**config.mk**
```make
export PLATFORM = sky130hd
export DESIGN_NAME = fpu_result_collect
export DESIGN_NICKNAME = d
export VERILOG_FILES = /design/src/rtl/fpu_result_collect.sv
export SDC_FILE = /design/constraint.sdc
export NUM_CORES = 1
export LEC_CHECK = 0
export ABC_AREA = 1
export CAP_MARGIN = 20
export CORE_MARGIN = 4
export CORE_UTILIZATION = 40
export CTS_CLUSTER_DIAMETER = 60
export DETAILED_ROUTE_END_ITERATION = 6
export GPL_ROUTABILITY_DRIVEN = 0
export PLACE_DENSITY = 0.75
export SYNTH_ARGS = -nofsm -noshare
export SYNTH_HDL_FRONTEND = slang
export SYNTH_SLANG_ARGS = --single-unit
```
**constraint.sdc**
```tcl
create_clock -name clk -period 4.55 [get_ports clk]
set_clock_uncertainty 0.05 [all_clocks]
set_input_delay 0.6825 -clock clk [delete_from_list [all_inputs] [get_ports clk]]
set_output_delay 0.6825 -clock clk [all_outputs]
set_load 0.02 [all_outputs]
```
**src/rtl/fpu_result_collect.sv**
```systemverilog
// Result-side collector: assembles single/double FPU result words into a
// one-entry buffer, classifies the value and offers it to write-back.
module fpu_result_collect (
    input  logic        clk,
    input  logic        reset,
    input  logic [31:0] fpout,
    input  logic        res_valid,
    input  logic        res_double,
    output logic        res_ready,
    input  logic        fpuhold,
    input  logic        flush,
    output logic        wb_valid,
    input  logic        wb_ready,
    output logic [31:0] wb_hi,
    output logic [31:0] wb_lo,
    output logic        wb_double,
    output logic [1:0]  wb_class
);

    typedef enum logic [1:0] {
        IDLE = 2'd0,
        HI   = 2'd1,
        FULL = 2'd2
    } state_t;

    state_t      state_q, state_d;
    logic [31:0] hi_q, hi_d;
    logic [31:0] lo_q, lo_d;
    logic        dbl_q, dbl_d;
    logic [1:0]  cls_q, cls_d;

    logic        accept;
    logic        drain;
    logic [1:0]  cls_single;
    logic [1:0]  cls_double;

    // Sign is ignored; denormals count as finite nonzero.
    function automatic logic [1:0] classify(
        input logic exp_ones,
        input logic exp_zero,
        input logic man_zero
    );
        if (exp_ones) return man_zero ? 2'd2 : 2'd3;
        if (exp_zero && man_zero) return 2'd1;
        return 2'd0;
    endfunction

    assign res_ready = (state_q != FULL) | wb_ready;
    assign wb_valid  = (state_q == FULL) & ~fpuhold;
    assign accept    = res_valid & res_ready & ~fpuhold & ~flush;
    assign drain     = wb_valid & wb_ready;

    assign cls_single = classify(&fpout[30:23], ~|fpout[30:23],
                                 ~|fpout[22:0]);
    assign cls_double = classify(&hi_q[30:20], ~|hi_q[30:20],
                                 ~|{hi_q[19:0], fpout});

    always_comb begin
        state_d = state_q;
        hi_d    = hi_q;
        lo_d    = lo_q;
        dbl_d   = dbl_q;
        cls_d   = cls_q;
        if (flush) begin
            state_d = IDLE;
            hi_d    = 32'd0;
            lo_d    = 32'd0;
            dbl_d   = 1'b0;
            cls_d   = 2'd0;
        end else if (!fpuhold) begin
            case (state_q)
                IDLE, FULL: begin
                    // In FULL, accept implies a same-cycle drain (refill).
                    if (accept) begin
                        hi_d  = fpout;
                        dbl_d = res_double;
                        if (res_double) begin
                            state_d = HI;
                        end else begin
                            lo_d    = 32'd0;
                            cls_d   = cls_single;
                            state_d = FULL;
                        end
                    end else if (state_q == FULL && drain) begin
                        state_d = IDLE;
                    end
                end
                HI: begin
                    if (accept) begin
                        lo_d    = fpout;
                        cls_d   = cls_double;
                        state_d = FULL;
                    end
                end
                default: state_d = IDLE;
            endcase
        end
    end

    always_ff @(posedge clk or posedge reset) begin
        if (reset) begin
            state_q <= IDLE;
            hi_q    <= 32'd0;
            lo_q    <= 32'd0;
            dbl_q   <= 1'b0;
            cls_q   <= 2'd0;
        end else begin
            state_q <= state_d;
            hi_q    <= hi_d;
            lo_q    <= lo_d;
            dbl_q   <= dbl_d;
            cls_q   <= cls_d;
        end
    end

    assign wb_hi     = hi_q;
    assign wb_lo     = lo_q;
    assign wb_double = dbl_q;
    assign wb_class  = cls_q;

endmodule

```
==> results of run 1 <==
[placed cells by master (no fill, tap or decap), drive strengths merged, types with 3 or more instances in the layout]
cell,Yosys,routed
clkbuf,7,12
dfrtp,69,69
o21ai,44,44
nand2,96,96
nor2,67,67
a21oi,3,3
nand4,4,4
nand3,24,24
inv,44,44
nor3,5,5
clkinv,0,3
clkdlybuf4s50,0,107
buf,12,5
mux2,23,23
[per-stage QoR]
stage / area, µm² / instances / utilization
final: 4796 / 615 / 0.5779
after detailed placement: 4551 / 596 / 0.5483
after global routing: 4796 / 615 / 0.5779
after floorplan: 3456 / 401 / -
after CTS: 4728 / 612 / 0.5697
after global placement: 4551 / 596 / 0.5483
[logic make-up (layout without fill, tap and decap cells)]
kind of cell | count (synthesis) | in the layout | share of synthesized area
AO/OA/AOI/OAI | 49 | 49 | 0.09341
multiplexers | 23 | 23 | 0.07495
flip-flops | 69 | 69 | 0.4996
buffers and inverters | 63 | 172 | 0.08581
AND/OR/NAND/NOR | 197 | 197 | 0.2462
[worst max-delay path, stage by stage]
cell and delay [ps]:
clkdlybuf4s50_1 450, nor3_1 210, clkdlybuf4s50_1 640
[final cells by class]
class,count,area (µm²),share of cell area
Tap cell,105,131.4,0.02739
Sequential cell,69,1727,0.3600
Clock buffer,12,155.1,0.03235
Multi-Input combinational cell,269,1441,0.3005
Inverter,44,165.2,0.03444
Timing Repair Buffer,112,1154,0.2405
Clock inverter,4,22.52,0.004696
[final timing paths]
kind | startpoint | to | slack, ps | cells after the start
worst max-delay path | fpuhold | wb_valid | 1830 | 3
worst min-delay path | wb_lo[17] | wb_lo[17] | 430 | 2
worst max register to register | state_q[0] | wb_lo[29] | 2000 | 7
worst min register to register | wb_lo[17] | wb_lo[17] | 430 | 2
max in group asynchronous | reset | wb_lo[14] | 3040 | 4
min in group asynchronous | reset | wb_hi[21] | 580 | 2
[power breakdown]
group / switching, W / internal (W) / leakage, nW / total (W)
logic: 0.000241 / 0.000193 / 1.13 / 0.000434
registers: 0.0000444 / 0.000667 / 0.919 / 0.000711
clock network: 0.000219 / 0.000225 / 0.0921 / 0.000444
[registers in the layout (all words and copies together), names as in the netlist]
name,count
wb_hi,32
state_q,2
wb_lo,32
wb_class,2
wb_double,1
[per-layer routing]
layer,up-vias,part of all wire
li1,1485,-
met1,1381,0.44
met2,113,0.47
met3,8,0.077
met4,0,0.012
met5,-,0
==> flow_metrics.env, run 1 <==
export IMPL_status="finished clean"
export IMPL_dpl_hpwl_mm=6.387
export IMPL_synth_fp_nets=440
export IMPL_setup_viol=0
export IMPL_drc=0
export IMPL_critPathKind="in -> out"
export IMPL_clock_latency_ps=330
export IMPL_yosys_area_top_type_share=0.4996
export IMPL_io_buffers=107
export IMPL_cts_sinks=69
export IMPL_cts_max_path_buffers=2
export IMPL_fillers=761
export IMPL_worst_endpoint_required_ps=3820
export IMPL_clk_pin_slew_ps=60
export IMPL_drt_total_wl_mm=8.838
export IMPL_worst_slack_ps=1832
export IMPL_dieWidth_um=101.0
export IMPL_htree_num_levels=3
export IMPL_synth_area_leaders="dfrtp_1 50%, nand2_1 9.2%, mux2_2 7.5%"
export IMPL_cts_hold_buffers=0
export IMPL_fin_nets=544
export IMPL_pre_cts_slack_ps=1282
export IMPL_fmax_mhz=367.9
export IMPL_synth_common_cells="85 x nand2_1, 69 x dfrtp_1, 65 x nor2_1"
export IMPL_cts_resized=0
export IMPL_gr_usage_met1=0.2427
export IMPL_async_flop_share=1.000
export IMPL_num_vias=2987
export IMPL_antenna_found_initial=0
export IMPL_p_per_area_mw_per_mm2=331.3
export IMPL_area_growth_pct=38.78
export IMPL_fin_total_pwr_w=0.001589
export IMPL_rsz0062_at_grt="no"
export IMPL_synth_flop_cell="dfrtp_1"
export IMPL_num_antenna_cells=0
export IMPL_wl_per_cell_um=14.37
export IMPL_die_y_um=101.0
export IMPL_cp_max_fo=3
export IMPL_p_leak_nw=2.145
export IMPL_first_global_vias=2971
export IMPL_postCtsSetupRepairBufs=0
export IMPL_ys_seq_area_frac=0.4996
export IMPL_coreArea_mm2=0.008299
export IMPL_critPathLaunchType="input port"
export IMPL_numCtsBuffers=9
export IMPL_drtPass1Iterations=4
export IMPL_drive_gt1_frac=0.1529
export IMPL_syn_area_per_cell_um2=8.618
export IMPL_met3_usage=0.02976
export IMPL_synth_most_common_cell="nand2_1"
export IMPL_grt_first_pass_wirelength_mm=14.30
export IMPL_whs_ps=434.9
export IMPL_drtIter0Drc=114
export IMPL_drv_cap=0
export IMPL_finalCritPeriodShare=0.5974
export IMPL_design_die_area_mm2=0.01019
export IMPL_slew_headroom=0.4561
export IMPL_cts_root_buffer="clkbuf_8"
export IMPL_layout_min_cycle_time_ps=2718
export IMPL_busiest_layer="met2"
export IMPL_grt_max_degree=67
export IMPL_synth_cell_type_count=26
export IMPL_cts_tree="built"
export IMPL_hp_class="reg -> reg"
export IMPL_finalSetupTns_ps=0
export IMPL_grt_use_total=0.1767
export IMPL_peakVddDrop_mv=0.1536
export IMPL_fp_row_count=33
export IMPL_synthCells=401
export IMPL_ios=108
export IMPL_antenna_left=0
export IMPL_yosys_warnings=0
export IMPL_slew_viol_final=0
export IMPL_worstPathArrival_ps=1990
export IMPL_end_kind="output port"
export IMPL_yosysTopAreaCell="dfrtp_1"
export IMPL_worst_pin_slew_ps=813.9
export IMPL_syn_area_mm2=0.003456
export IMPL_met2_usage=0.2815
export IMPL_start_util=0.4164
export IMPL_hold_viol=0
export IMPL_synth_edf_count=0
export IMPL_synth_seq_cells=69
export IMPL_overflow=0
export IMPL_vias_per_cell=4.857
Power figures use the tool's default switching activity.
==> inputs of run 2 (changes only) <==
--- a/config.mk
+++ b/config.mk
@@ -12,7 +12,7 @@
 export CTS_CLUSTER_DIAMETER = 60
 export DETAILED_ROUTE_END_ITERATION = 6
 export GPL_ROUTABILITY_DRIVEN = 0
-export PLACE_DENSITY = 0.75
+export PLACE_DENSITY = 0.78
 export SYNTH_ARGS = -nofsm -noshare
 export SYNTH_HDL_FRONTEND = slang
 export SYNTH_SLANG_ARGS = --single-unit
==> constraint.sdc (replaced) <==
create_clock -name clk -period 2.4 [get_ports clk]
set_clock_uncertainty 0.05 [all_clocks]
set_input_delay 0.36 -clock clk [delete_from_list [all_inputs] [get_ports clk]]
set_output_delay 0.36 -clock clk [all_outputs]
set_load 0.02 [all_outputs]
==> run 2 against run 1 <==
Worst hold slack worse by 190 ps; via count increased by 1.5%; die area unchanged; critical path depth unchanged; flip-flop and latch count is the same; critical endpoint unchanged; largest cell class unchanged; highest routed layer unchanged.
==> flow_metrics.env, run 2 (synthesis gave the netlist of run 1 again) <==
export IMPL_p_sw_w=0.0009699
export IMPL_power_frac_seq=0.407
export IMPL_p_per_area_mw_per_mm2=681.4
export IMPL_area_growth_pct=41.02
export IMPL_grt_first_pass_wirelength_mm=15.06
export IMPL_overflow=0
export IMPL_dp_cells=602
export IMPL_first_global_vias=3070
export IMPL_coreArea_mm2=0.008299
export IMPL_cts_max_path_buffers=2
export IMPL_design_die_area_mm2=0.01019
export IMPL_cp_max_fo=6
export IMPL_rsz0062_at_grt="no"
export IMPL_drt_total_wl_mm=9.039
export IMPL_worstPathArrival_ps=1740
export IMPL_cts_tree="built"
export IMPL_num_vias=3033
export IMPL_drv_cap=0
export IMPL_p_comb_frac=0.248
export IMPL_drc=0
export IMPL_start_util=0.4164
export IMPL_cts_resized=0
export IMPL_drtIter0Drc=218
export IMPL_slew_viol_final=0
export IMPL_design_area_mm2=0.004873
export IMPL_fin_nets=547
export IMPL_grt_use_total=0.1870
export IMPL_clk_pin_slew_ps=70
export IMPL_crit_chain="inv_1 > nor3_1 > clkdlybuf4s50_1"
export IMPL_fmax_mhz=465.8
export IMPL_setup_viol=0
export IMPL_cts_hold_buffers=0
export IMPL_finalCritPeriodShare=0.8946
export IMPL_ios=108
export IMPL_finalSetupTns_ps=0
export IMPL_dpl_cell_area_mm2=0.004633
export IMPL_clock_latency_ps=340
export IMPL_stdcell_count=618
export IMPL_postCtsSetupRepairBufs=0
export IMPL_fp_row_count=33
export IMPL_most_common_layout_cells="107 x clkdlybuf4s50_1, 85 x nand2_1, 69 x dfrtp_1, 65 x nor2_1, 41 x inv_1"
export IMPL_grt_max_degree=67
export IMPL_hold_viol=0
export IMPL_drive_gt1_frac=0.1559
export IMPL_slowest_delay_ps=640
export IMPL_wl_per_cell_um=14.63
export IMPL_layout_min_cycle_time_ps=2147
export IMPL_worst_endpoint_required_ps=1990
export IMPL_dieWidth_um=101.0
export IMPL_critPathLaunchType="register"
export IMPL_clkPwrFrac=0.346
export IMPL_numCtsBuffers=9
export IMPL_antenna_left=0
export IMPL_crit_slowest_cell="clkdlybuf4s50_1"
export IMPL_htree_num_levels=3
export IMPL_worst_pin_slew_ps=398.2
export IMPL_slew_headroom=0.7343
export IMPL_end_kind="output port"
export IMPL_final_common_cell="clkdlybuf4s50_1"
export IMPL_num_antenna_cells=0
export IMPL_antenna_found_initial=0
export IMPL_vias_per_cell=4.908
export IMPL_fin_total_pwr_w=0.003321
export IMPL_p_leak_nw=2.185
export IMPL_cts_root_buffer="clkbuf_8"
export IMPL_drtPass1Iterations=4
export IMPL_fillers=727
export IMPL_critPathKind="reg -> out"
export IMPL_cts_sinks=69
export IMPL_dpl_hpwl_mm=6.859
export IMPL_swShare=0.2921
export IMPL_hp_class="in -> async"
export IMPL_peakVddDrop_mv=0.2932
export IMPL_io_buffers=107
export IMPL_internal_power_w=0.002351
export IMPL_status="finished clean"
export IMPL_die_y_um=101.0
run 2: cell type report:
| class | count | area (µm²) | share of cell area |
|---|---|---|---|
| Sequential cell | 69 | 1727 | 0.3543 |
| Multi-Input combinational cell | 269 | 1441 | 0.2958 |
| Timing Repair Buffer | 115 | 1169 | 0.2398 |
| Inverter | 44 | 165.2 | 0.03389 |
| Clock buffer | 12 | 145.1 | 0.02978 |
| Tap cell | 105 | 131.4 | 0.02696 |
| Clock inverter | 4 | 95.09 | 0.01951 |
run 2: worst paths after layout:
path	depth (start not counted)	from	end	slack [ps]
max	3	state_q[1]	wb_valid	250
min in group clk	2	wb_lo[17]	wb_lo[17]	440
min	2	reset	wb_lo[22]	240
max in group asynchronous	3	reset	wb_lo[7]	1510
min reg2reg	2	wb_lo[17]	wb_lo[17]	440
max reg2reg	7	state_q[0]	wb_lo[22]	470
run 2: routing by layer:
layer  up-vias  track usage  part of all wire
li1       1491            -                 -
met1      1424       0.2367              0.42
met2        96       0.3003              0.49
met3        22      0.04152             0.058
met4         0      0.09509             0.034
met5         -            0                 0
run 2: power by group through the flow:
| stage | clock network [W] | logic [W] | registers, W |
|---|---|---|---|
| final | 0.00115 | 0.000823 | 0.00135 |
| after floorplan | 0 | 0.000361 | 0.00148 |
| after detailed placement | 0 | 0.000828 | 0.00137 |
| after CTS | 0.00116 | 0.000831 | 0.00135 |
| after global placement | 0 | 0.000814 | 0.00137 |
| after global routing | 0.00122 | 0.000891 | 0.00136 |
run 2: critical path, delay by kind of cell (launching register included):
kind | cells | cell delay [ps]
buf+inv | 2 | 750
flops | 1 | 510
simple gates | 1 | 150
run 2: through the flow:
| step | util | worst slack [ps] | hold WS (ps) |
|---|---|---|---|
| 5_1_grt | 0.5872 | 169.0 | 276.2 |
| 4_1_cts | 0.5872 | 238.0 | 250.5 |
| 6_report | 0.5872 | 253.1 | 242.4 |
| 3_5_place_dp | 0.5583 | 322.5 | 428.0 |
| 3_3_place_gp | 0.5583 | 360.0 | 416.8 |
| 2_1_floorplan | - | 250.1 | 447.6 |
